**src/rtl/idli_sqi_ctrl_m.sv**
```systemverilog
// SQI SRAM sequencer for the idli core: arbitrates fetch/LSU word requests into 0x03/0x02 transactions.
// Optional: define IDLI_SQI_FETCH_PRIO_EN for fixed fetch priority instead of round-robin.
module idli_sqi_ctrl_m #(
  parameter int unsigned GAP_CYC = 2,
  parameter logic [7:0]  ADDR_HI = 8'h00
) (
  input  logic        i_sqi_gck,
  input  logic        i_sqi_rst,
  input  logic [1:0]  i_sqi_req,
  input  logic [1:0]  i_sqi_we,
  input  logic [15:0] i_sqi_addr0,
  input  logic [15:0] i_sqi_addr1,
  input  logic [15:0] i_sqi_wdata0,
  input  logic [15:0] i_sqi_wdata1,
  output logic [1:0]  o_sqi_gnt,
  output logic [15:0] o_sqi_rdata,
  output logic [1:0]  o_sqi_rvld,
  output logic [1:0]  o_sqi_wdone,
  output logic        o_sqi_sck,
  output logic        o_sqi_cs,
  output logic        o_sqi_io_mode,
  output logic [3:0]  o_sqi_sio,
  input  logic [3:0]  i_sqi_sio
);
  typedef enum logic [2:0] {ST_IDLE, ST_CMD, ST_ADDR, ST_DUMMY, ST_DATA, ST_GAP} state_t;
  localparam int unsigned GAP_W = (GAP_CYC > 1) ? $clog2(GAP_CYC) : 1;

  state_t           state_q, nxt_st;
  logic             sck_q, cs_q, io_q;
  logic [3:0]       sio_q;
  logic [1:0]       gnt_q, rvld_q, wdone_q, own_q;
  logic [15:0]      rdata_q;
  logic [2:0]       nib_q;
  logic [GAP_W-1:0] gap_q;
  logic             we_q;
  logic [47:0]      sh_q;
  logic [11:0]      rd_q;
  logic             nib_last, gap_last, arb_ok, sel_we;
  logic [1:0]       sel;
  logic [15:0]      sel_addr, sel_wdata;
`ifndef IDLI_SQI_FETCH_PRIO_EN
  logic             rr_q;
`endif

  always_comb begin
    nib_last = 1'b0;
    nxt_st   = state_q;
    case (state_q)
      ST_CMD:   begin nib_last = (nib_q == 3'd1); nxt_st = ST_ADDR; end
      ST_ADDR:  begin nib_last = (nib_q == 3'd5); nxt_st = we_q ? ST_DATA : ST_DUMMY; end
      ST_DUMMY: begin nib_last = (nib_q == 3'd1); nxt_st = ST_DATA; end
      ST_DATA:  begin nib_last = (nib_q == 3'd3); nxt_st = ST_GAP; end
      default:  ;
    endcase
    gap_last = (state_q == ST_GAP) && (gap_q == GAP_W'(GAP_CYC - 1));
    // Arbitration also runs on the last GAP cycle so a waiting request's gnt lands in the first IDLE cycle.
    arb_ok   = ((state_q == ST_IDLE) && (gnt_q == '0)) || gap_last;
`ifdef IDLI_SQI_FETCH_PRIO_EN
    sel[0]   = i_sqi_req[0];
`else
    sel[0]   = i_sqi_req[0] & (~i_sqi_req[1] | ~rr_q);
`endif
    sel[1]    = i_sqi_req[1] & ~sel[0];
    sel_we    = sel[1] ? i_sqi_we[1]    : i_sqi_we[0];
    sel_addr  = sel[1] ? i_sqi_addr1    : i_sqi_addr0;
    sel_wdata = sel[1] ? i_sqi_wdata1   : i_sqi_wdata0;
  end

  always_ff @(posedge i_sqi_gck or posedge i_sqi_rst) begin
    if (i_sqi_rst) begin
      state_q <= ST_IDLE;
      sck_q   <= 1'b0;
      cs_q    <= 1'b1;
      io_q    <= 1'b0;
      sio_q   <= '0;
      gnt_q   <= '0;
      rvld_q  <= '0;
      wdone_q <= '0;
      rdata_q <= '0;
      nib_q   <= '0;
      gap_q   <= '0;
      we_q    <= 1'b0;
      own_q   <= '0;
      sh_q    <= '0;
      rd_q    <= '0;
`ifndef IDLI_SQI_FETCH_PRIO_EN
      rr_q    <= 1'b0;
`endif
    end else begin
      gnt_q   <= '0;
      rvld_q  <= '0;
      wdone_q <= '0;
      rdata_q <= '0;
      case (state_q)
        ST_IDLE: begin
          if (gnt_q != '0) begin
            state_q <= ST_CMD;
            cs_q    <= 1'b0;
            io_q    <= 1'b1;
            sio_q   <= sh_q[47:44];
            sh_q    <= {sh_q[43:0], 4'h0};
            nib_q   <= '0;
          end
        end
        ST_GAP: begin
          gap_q <= gap_q + 1'b1;
          if (gap_last) begin
            state_q <= ST_IDLE;
            gap_q   <= '0;
          end
        end
        default: begin
          if (!sck_q) begin
            sck_q <= 1'b1;
          end else begin
            sck_q <= 1'b0;
            if (state_q == ST_DATA && !we_q) rd_q <= {rd_q[7:0], i_sqi_sio};
            if (!nib_last) begin
              nib_q <= nib_q + 3'd1;
              if (io_q) begin
                sio_q <= sh_q[47:44];
                sh_q  <= {sh_q[43:0], 4'h0};
              end
            end else begin
              nib_q   <= '0;
              state_q <= nxt_st;
              if (nxt_st == ST_GAP) begin
                cs_q  <= 1'b1;
                io_q  <= 1'b0;
                sio_q <= '0;
                if (we_q) begin
                  wdone_q <= own_q;
                end else begin
                  rvld_q  <= own_q;
                  rdata_q <= {rd_q, i_sqi_sio};
                end
              end else if (nxt_st == ST_DUMMY) begin
                io_q  <= 1'b0;
                sio_q <= '0;
              end else if (io_q) begin
                sio_q <= sh_q[47:44];
                sh_q  <= {sh_q[43:0], 4'h0};
              end
            end
          end
        end
      endcase
      if (arb_ok && sel != '0) begin
        gnt_q <= sel;
        own_q <= sel;
        we_q  <= sel_we;
        sh_q  <= {4'h0, (sel_we ? 4'h2 : 4'h3), ADDR_HI, sel_addr, sel_wdata};
`ifndef IDLI_SQI_FETCH_PRIO_EN
        rr_q  <= sel[0];
`endif
      end
    end
  end

  assign o_sqi_gnt     = gnt_q;
  assign o_sqi_rdata   = rdata_q;
  assign o_sqi_rvld    = rvld_q;
  assign o_sqi_wdone   = wdone_q;
  assign o_sqi_sck     = sck_q;
  assign o_sqi_cs      = cs_q;
  assign o_sqi_io_mode = io_q;
  assign o_sqi_sio     = sio_q;
endmodule

```
**config.mk**
```make
export PLATFORM = sky130hd
export DESIGN_NAME = idli_sqi_ctrl_m
export DESIGN_NICKNAME = d
export VERILOG_FILES = /design/src/rtl/idli_sqi_ctrl_m.sv
export SDC_FILE = /design/constraint.sdc
export NUM_CORES = 1
export LEC_CHECK = 0
export BUFFER_PORTS_ARGS = -buffer_cell sky130_fd_sc_hd__buf_2
export CORE_UTILIZATION = 34
export DETAILED_ROUTE_END_ITERATION = 10
export GPL_TIMING_DRIVEN = 0
export PLACE_DENSITY = 0.67
export SYNTH_ARGS = -nofsm -noshare
export SYNTH_HDL_FRONTEND = slang
export SYNTH_SLANG_ARGS = --single-unit
export TNS_END_PERCENT = 10
```
**constraint.sdc**
```tcl
create_clock -name i_sqi_gck -period 3.25 [get_ports i_sqi_gck]
set_clock_uncertainty 0.2 [all_clocks]
set_input_delay 0.4875 -clock i_sqi_gck [delete_from_list [all_inputs] [get_ports i_sqi_gck]]
set_output_delay 0.4875 -clock i_sqi_gck [all_outputs]
set_load 0.005 [all_outputs]
```
==> results of run 1 <==
per-layer routing:
layer  up-vias  part of all wire [%]  GRT usage [%]
li1       1684                     -              -
met1      1690                    47          19.93
met2        98                    46          24.32
met3        18                   5.0          3.375
met4         0                   1.7          5.078
met5         -                     0              0
sequential cells by signal, indices dropped and copies added, names as in the netlist:
name and cells:
rd_q 12, o_sqi_io_mode 1, o_sqi_gnt 2, nib_q 3, state_q 3, o_sqi_rvld 2
we_q 1, o_sqi_cs 1, o_sqi_sck 1, sh_q 48, o_sqi_sio 4, o_sqi_wdone 2
own_q 2, gap_q 1, o_sqi_rdata 16
layout make-up:
| class | instances | area (µm²) |
|---|---|---|
| plain buffers | 26 | 162.7 |
| clock buffers | 9 | 225.2 |
| clock inverters | 7 | 60.06 |
| fillers | 1283 | 7601 |
| inverters | 15 | 60.06 |
| multi-input cells | 274 | 2032 |
| flip-flops and latches | 99 | 2479 |
| well taps | 176 | 220.2 |
| repair buffers | 105 | 560.5 |
report_power, final:
group          switching, µW  internal, µW  total (µW)
registers                260          1620        1880
clock network            495           531        1030
logic                   1210          1210        2420
total                   1960          3370        5330
stage by stage:
step | power (µW) | utilization [%] | cells
floorplan | 3762 | - | 414
global placement | 4225 | 40.78 | 692
detailed placement | 4329 | 41.07 | 694
CTS | 5375 | 43.28 | 711
global route | 5704 | 43.28 | 711
finish | 5329 | 43.28 | 711
kinds of logic after synthesis:
family          Yosys count
flops                    99
fa+ha+maj                 1
buf+inv                  41
xor+xnor                  2
simple gates            108
mux                      80
compound gates           83
placed cells by master (no fill, tap or decap), drive strengths merged, types with 5 or more instances in the layout:
cell type  synthesis  routed
buf               14     118
dfrtp             98      98
o21ai             46      46
nand2             45      45
mux2              42      42
mux2i             38      38
clkbuf            12      21
and2              18      18
inv               15      17
a21oi             11      11
nor2              10      10
nand4              6       6
nand3              6       6
o22ai              5       5
nor4               5       5
how the worst min path moves through the flow:
stage | from | to | slack [ps] | cells after the start
2_1_floorplan | rd_q[8] | o_sqi_rdata[12] | 250 | 1
3_3_place_gp | rd_q[11] | o_sqi_rdata[15] | 270 | 1
3_5_place_dp | rd_q[8] | o_sqi_rdata[12] | 270 | 1
4_1_cts | i_sqi_sio[0] | o_sqi_rdata[0] | 160 | 2
5_1_grt | i_sqi_sio[0] | o_sqi_rdata[0] | 160 | 2
6_report | i_sqi_sio[2] | o_sqi_rdata[2] | 170 | 2
==> impl_metrics.ini, run 1 <==
[worst_setup_path]
worst-path-max-fanout = 10
timing.reg2reg.setup_slack_ps = 700
critPathKind = register to register
required_ps = 3270
cp.arrival_ps = 2570
cp-endpoint = sh_q[40]
crit_top_cell = buf_6
path_depth = 7
rr_endpoint = sh_q[40]
critPathMaxStageDelay_ps = 510
cp_top_family = compound AO/OA/AOI/OAI gates
rr_worst_depth = 7
crit_chain = and4bb_1 -> o311ai_2 -> o21bai_2 -> o21a_1 -> buf_6 -> buf_6 -> mux2_1
worst_setup_path_start_kind = register
cp_num_buf_inv = 2
slowest_stage = dfrtp_1
cp-end-kind = register
reg2reg_from = state_q[2]
cp-startpoint = state_q[2]

[timing]
setup_viol = 0
holdWs_ps = 170.2
clock.fmax_ghz = 0.3925
slew_violations = 0
final.min_clock_period_ps = 2548
rsz0062_at_grt = no
setup_slack_ps = 702.1
slew_headroom_pct = 61.40
post-route-period-util_pct = 78.40
final-hold-violation-count = 0
tightest_slew_ps = 573.7
tns_ps = 0

[power]
powerDensity_mw_per_mm2 = 919.0
power.leakage_uw = 0.002979
ir_worst_vdd_mv = 0.3875

[drt]
postRouteAntennaNets = 0
dr.pass1.iters = 6
drt_iter0_markers = 249
avgViaCountPerCell = 4.909
post_drt_wl_per_cell_um = 14.55
routed_wirelength_mm = 10.34
drc = 0
route.vias.total = 3490

[synthesis]
synth_flop_cell = dfrtp_1
synth_top_family_by_area = multiplexers
post_synth_fa_ha_maj_area_fraction_pct = 0.2646
yosysTopAreaCellShare_pct = 51.85
synth_edf_count = 0
yosys.cell_count.top_type = dfrtp_1
yosys-top-cells-count = dfrtp_1 (98), nand2_1 (45), mux2i_1 (38), o21ai_0 (38), mux2_4 (20)
synth_area_leader_cell = dfrtp_1
yosys_warnings = 0
ys_ff_latch = 99
synth-xor-area-share_pct = 0.3704
synth.distinct_cells = 47
synthArstFlopShare_pct = 100.0
seq_area_frac_synth_pct = 52.41
synth-simple-area-share_pct = 11.85
synth_nets = 489
synth.avg_cell_area_um2 = 11.42
netlist_area_mm2 = 0.004730
syn-instance-count = 414
muxShareOfSynthArea_pct = 19.63
synthTopCellsByArea = dfrtp_1 (52%), mux2i_1 (8.0%), mux2_4 (6.3%)
synth_compound_area_share_pct = 10.85

[cells_and_area]
syn2layout_area_growth_pct = 22.62
design_area_mm2 = 0.005799
antenna_cells = 0
nets = 605
drive_gt1_share_pct = 32.90

[floorplanning]
dieArea_mm2 = 0.01439
core_area_mm2 = 0.01340
io_pins = 103
die_w_um = 119.9
rows = 42
initial_core_util_pct = 35.29
die_h_um = 119.9

[status]
outcome = finished, final reports clean

[global_route]
grt_max_degree = 45
track_usage_pct = 15.08
grt_pass1_wl_mm = 17.08
overflow = 0
antenna_found_initial = 0
grt_pass1_vias = 3561

[clocking]
cts_buffers = 9
cts_root_buf = clkbuf_16
clock_sinks = 99
path_clk_slew_ps = 70
post_cts_resize_count = 0
htree_levels = 3
cts_setup_buffers = 0
hold_buffers = 1
clk_latency_ps = 340
cts_tree = built
clk_path_buf_depth = 2

[placed_design]
portBuffers = 102
dp_hpwl_mm = 7.601
place_ws_ps = 700.9
gp_congestion = 0.8610
placed_area_mm2 = 0.005504

[job]
drv_cap = 0

[hold_path]
hp-class = input pin to register
No activity file was read; power rests on OpenSTA's default activity.
==> run 2: changes to the inputs <==
==> constraint.sdc (replaced) <==
create_clock -name i_sqi_gck -period 2.29 [get_ports i_sqi_gck]
set_clock_uncertainty 0.2 [all_clocks]
set_input_delay 0.3435 -clock i_sqi_gck [delete_from_list [all_inputs] [get_ports i_sqi_gck]]
set_output_delay 0.3435 -clock i_sqi_gck [all_outputs]
set_load 0.005 [all_outputs]
==> run 2 against run 1 <==
The run now ends with negative setup slack left. Non-clock buffer count grew 20. Highest routed layer unchanged. Critical path depth grew 1. Final cell count grew 2.8%. Critical endpoint is now sh_q[15]. Fmax grew 8.4%. Wire length grew 3.5%. Register-to-register slack lost 760 ps. Global-route usage grew 0.24 points. Sequential power grew 43%.
==> impl_metrics.ini, run 2 (synthesis gave the netlist of run 1 again) <==
[floorplanning]
initial_core_util_pct = 35.29
io_pins = 103
rows = 42
dieArea_mm2 = 0.01439
die_h_um = 119.9
core_area_mm2 = 0.01340
die_w_um = 119.9

[cells_and_area]
layout_common_cells = buf_2 (108), dfrtp_1 (95), nand2_1 (45)
syn2layout_area_growth_pct = 28.60
drive_gt1_share_pct = 38.02
nets = 625
largest_register = sh_q
antenna_cells = 0
mostFrequentLayoutCell = buf_2
largest_reg_flops = 48
utilization_pct = 45.39

[worst_setup_path]
worst-path-max-fanout = 8
slowest_stage = dfrtp_2
critPathMaxStageDelay_ps = 470
cp.arrival_ps = 2380
cp-end-kind = register
critPathKind = register to register
crit_chain = buf_4 -> o31ai_2 -> o311ai_4 -> o21bai_4 -> o21a_1 -> buf_6 -> clkbuf_16 -> mux2_4
worst_setup_path_start_kind = register
required_ps = 2320

[power]
power.leakage_uw = 0.003112
pwr-share-comb_pct = 49.6
switching_share_pct = 36.13
powerDensity_mw_per_mm2 = 1350
internal-power_uw = 5245
p_seq_share_pct = 32.8
clkPwrFrac_pct = 17.6
p_sw_uw = 2967
power.total_uw = 8211
ir_worst_vdd_mv = 0.5599

[clocking]
path_clk_slew_ps = 70
clk_path_buf_depth = 2
cts_tree = built
htree_levels = 3
cts_root_buf = clkbuf_16
clock_sinks = 99
cts_buffers = 9
clk_latency_ps = 340

[global_route]
track_usage_pct = 15.32
overflow = 0
grt_max_degree = 45
grt_pass1_vias = 3616
grt_pass1_wl_mm = 17.37
antenna_found_initial = 0

[drt]
dr.pass1.iters = 4
route.met3.wl_um = 495
avgViaCountPerCell = 4.865
postRouteAntennaNets = 0
drc = 0
post_drt_wl_per_cell_um = 14.64
top_layer = met4
routed_wirelength_mm = 10.71
drt_iter0_markers = 284
met2_length_mm = 5.169
met1_length_mm = 4.932
route.vias.total = 3556

[timing]
final.min_clock_period_ps = 2351
setup_viol = 31
post-route-period-util_pct = 102.7
tightest_slew_ps = 561.0
final-hold-violation-count = 0
clock.fmax_ghz = 0.4253
slew_violations = 0
rsz0062_at_grt = yes
slew_headroom_pct = 62.25
tns_ps = -1364
setup_slack_ps = -61.07

[placed_design]
portBuffers = 102
dp_hpwl_mm = 7.601
gp_congestion = 0.8610

[status]
outcome = finished, violations left
violations = negative setup slack

[hold_path]
hp-class = input pin to register

[job]
drv_cap = 0
-- run 2: changes by cell type in the layout (fill, tap and decap cells not counted), moves of 3 or more --
cell	change
dfrtp_1	-3
clkbuf_2	+4
buf_4	+17
dfrtp_2	+3
clkbuf_1	-4
-- run 2: stage by stage --
stage | std cells | hold slack (ps) | setup slack [ps] | area (µm²)
6_report | 731 | 31.88 | -61.07 | 6082
5_1_grt | 731 | 18.91 | -169.8 | 6082
4_1_cts | 723 | 19.14 | -9.290 | 5954
3_5_place_dp | 694 | 165.6 | -212.4 | 5504
3_3_place_gp | 692 | 265.3 | -205.8 | 5464
2_1_floorplan | 414 | 249.4 | 124.9 | 4733
-- run 2: what timing repair did --
| action | 4_1_cts | 5_1_grt |
|---|---|---|
| hold endpoints to repair | 16 | 0 |
| cloned | 1 | 2 |
| gates resized for setup | 17 | 12 |
| pin swaps | 2 | 3 |
| setup endpoints to repair | 44 | 50 |
| hold buffers | 1 | 0 |
| setup buffers | 11 | 6 |
-- run 2: power by group through the flow --
stage	Clock, µW	Sequential (µW)	Combinational [µW]
after global placement	0	2670	3320
after global routing	1560	2760	4460
final	1450	2690	4070
after CTS	1490	2680	3770
after detailed placement	0	2690	3450
after floorplan	0	2590	2750
-- run 2: final cells by class --
| cell class | count | area [µm²] |
|---|---|---|
| buffer | 26 | 182.7 |
| clock buffer | 9 | 225.2 |
| clock inverter | 7 | 60.06 |
| fill | 1255 | 7318 |
| inverter | 15 | 60.06 |
| multi-input combinational | 274 | 2105 |
| sequential | 99 | 2482 |
| tap | 176 | 220.2 |
| timing repair buffer | 125 | 747.0 |
-- run 2: worst paths after layout --
path                               from              end  slack [ps]  cells after the start
max reg2reg                  state_q[2]         sh_q[15]         -60                      8
min in group asynchronous     i_sqi_rst   o_sqi_rdata[8]         350                      3
max                          state_q[2]         sh_q[15]         -60                      8
min reg2reg                     rd_q[8]  o_sqi_rdata[12]         280                      1
min                        i_sqi_sio[2]   o_sqi_rdata[2]          30                      2
max in group asynchronous     i_sqi_rst         o_sqi_cs         950                      4
-- run 2: per-layer routing --
| layer | vias up | GRT usage, % |
|---|---|---|
| li1 | 1720 | - |
| met1 | 1731 | 20.27 |
| met2 | 96 | 24.93 |
| met3 | 9 | 3.375 |
| met4 | 0 | 4.688 |
| met5 | - | 0 |
-- run 2: worst max-delay path: cells and delay by family, from the launching register on --
family / cells / cell delay, ps
compound gates: 4 / 790
buf+inv: 3 / 480
flops: 1 / 470
mux: 1 / 290
==> run 3: changes to the inputs <==
--- a/config.mk
+++ b/config.mk
@@ -6,10 +6,10 @@
 export NUM_CORES = 1
 export LEC_CHECK = 0
 export BUFFER_PORTS_ARGS = -buffer_cell sky130_fd_sc_hd__buf_2
-export CORE_UTILIZATION = 34
+export CORE_UTILIZATION = 49
 export DETAILED_ROUTE_END_ITERATION = 10
 export GPL_TIMING_DRIVEN = 0
-export PLACE_DENSITY = 0.67
+export PLACE_DENSITY = 0.87
 export SYNTH_ARGS = -nofsm -noshare
 export SYNTH_HDL_FRONTEND = slang
 export SYNTH_SLANG_ARGS = --single-unit
==> run 3 against run 2 <==
Count of clock-buffer cells in the layout rose by 2. Final cell count down 7.4%. Worst hold slack improved by 9.2 ps. Combinational power is 6.6% lower. Critical endpoint is now sh_q[23]. Core utilization increased by 18 points. Flip-flop and latch count stayed put. Non-clock buffer count decreased by 8. Largest cell class unchanged. Critical path depth unchanged. The run still ends with negative setup slack left. Global-route usage grew 6.9 points.
==> impl_metrics.ini, run 3 (synthesis gave the netlist of run 1 again) <==
[hold_path]
hp-class = input pin to register

[job]
drv_cap = 0

[timing]
final-hold-violation-count = 0
tightest_slew_ps = 600.6
post-route-period-util_pct = 102.6
setup_slack_ps = -59.48
holdWs_ps = 41.04
slew_violations = 0
final.min_clock_period_ps = 2349
setup_viol = 28
rsz0062_at_grt = yes
slew_headroom_pct = 59.59
clock.fmax_ghz = 0.4256

[clocking]
cts_root_buf = clkbuf_8
htree_levels = 3
cts_buffers = 9
clock_sinks = 99
path_clk_slew_ps = 90
clk_latency_ps = 360
cts_tree = built
clk_path_buf_depth = 2

[placed_design]
placed_area_mm2 = 0.005445
dp_hpwl_mm = 7.546
place_ws_ps = -156.0
gp_congestion = 0.9025
portBuffers = 102
dp_cells = 647

[global_route]
antenna_found_initial = 0
grt_pass1_vias = 3608
overflow = 0
grt_pass1_wl_mm = 17.35
track_usage_pct = 22.19
grt_max_degree = 45

[power]
p_sw_uw = 2876
clkPwrFrac_pct = 15.1
switching_share_pct = 37.58
ir_worst_vdd_mv = 0.5381
powerDensity_mw_per_mm2 = 1306
power.leakage_uw = 0.003026
pwr-share-comb_pct = 49.6
p_seq_share_pct = 35.3
internal-power_uw = 4777

[drt]
avgViaCountPerCell = 5.439
drc = 0
routed_wirelength_mm = 10.85
dr.pass1.iters = 4
drt_iter0_markers = 245
postRouteAntennaNets = 0
route.vias.total = 3682
post_drt_wl_per_cell_um = 16.03

[floorplanning]
rows = 35
dieArea_mm2 = 0.01005
initial_core_util_pct = 50.94
die_w_um = 100.2
die_h_um = 100.2
io_pins = 103
core_area_mm2 = 0.009284

[cells_and_area]
layout_common_cells = buf_2 (109), dfrtp_1 (94), nand2_1 (45)
design_area_mm2 = 0.005858
mostFrequentLayoutCell = buf_2
fillers = 714
stdcell_count = 677
largest_reg_flops = 48
nets = 618
syn2layout_area_growth_pct = 23.86
largest_register = sh_q
drive_gt1_share_pct = 36.13
antenna_cells = 0
utilization_pct = 63.10

[worst_setup_path]
crit_chain = buf_2 -> nand2_1 -> o31a_1 -> nor3_1 -> o21a_1 -> buf_6 -> buf_12 -> mux2_4
cp.arrival_ps = 2390
critPathMaxStageDelay_ps = 450
worst_setup_path_start_kind = register
slowest_stage = dfrtp_2
worst-path-max-fanout = 10
cp-end-kind = register
required_ps = 2330
critPathKind = register to register

[status]
outcome = finished, violations left
violations = negative setup slack
==> run 3: changes by cell type in the layout (fill, tap and decap cells not counted), sizes merged <==
cell and change:
buf -7, bufinv +1, clkbuf -2, clkinv +2, clkinvlp -3, dlygate4sd3 +3, inv -2, o221ai +1
==> run 3: cell type report <==
cell class | count | area, µm² | area share [%]
Clock buffer | 11 | 141.4 | 2.414
Sequential cell | 99 | 2484 | 42.40
Buffer | 25 | 166.4 | 2.841
Timing Repair Buffer | 118 | 678.2 | 11.58
Tap cell | 129 | 161.4 | 2.755
Clock inverter | 5 | 61.31 | 1.047
Inverter | 15 | 60.06 | 1.025
Multi-Input combinational cell | 275 | 2106 | 35.95
==> run 3: repair_timing <==
item,in CTS,in global routing
resized for setup,16,4
buffers inserted,10,0
endpoints found under the hold margin,16,0
pin swaps,3,0
cloned,1,0
endpoints found under the setup margin,39,64
hold buffers,4,0
==> run 3: final timing paths <==
path                       depth (start not counted)  slack [ps]               to         start
hold / removal                                     2          40   o_sqi_rdata[0]  i_sqi_sio[0]
min in group asynchronous                          3         300  o_sqi_rdata[12]     i_sqi_rst
hold reg to reg                                    1         290  o_sqi_rdata[15]      rd_q[11]
setup reg to reg                                   8         -60         sh_q[23]    state_q[2]
max in group asynchronous                          4        1010         o_sqi_cs     i_sqi_rst
setup / recovery                                   8         -60         sh_q[23]    state_q[2]
==> run 3: critical path: cells and delay by family (launching register included) <==
family / cells / cell delay [ps]
AO/OA/AOI/OAI: 2 / 340
flip-flops: 1 / 450
buffers and inverters: 3 / 560
AND/OR/NAND/NOR: 2 / 370
multiplexers: 1 / 300
==> run 3: power by group through the flow <==
stage / Clock (µW) / Sequential [µW] / Combinational (µW)
2_1_floorplan: 0 / 2590 / 2750
3_3_place_gp: 0 / 2670 / 3260
3_5_place_dp: 0 / 2710 / 3420
4_1_cts: 1160 / 2680 / 3740
5_1_grt: 1240 / 2760 / 4120
6_report: 1150 / 2700 / 3800
==> run 3: per-layer routing <==
metal | up-vias | share of wire, % | wire length, µm | global-route usage (%)
met2 | 128 | 51 | 5522 | 37.57
met4 | 0 | 2.5 | 271 | 10.03
met1 | 1809 | 42 | 4521 | 28.20
met3 | 27 | 4.9 | 535 | 3.343
li1 | 1718 | - | - | -
met5 | - | 0 | 0 | 0
==> run 3: through the flow <==
stage / power [µW] / TNS (ps)
after floorplan: 5339 / 0
after global placement: 5938 / -1998
after detailed placement: 6132 / -3089
after CTS: 7586 / -2.205
after global routing: 8120 / -4339
final: 7653 / -1140
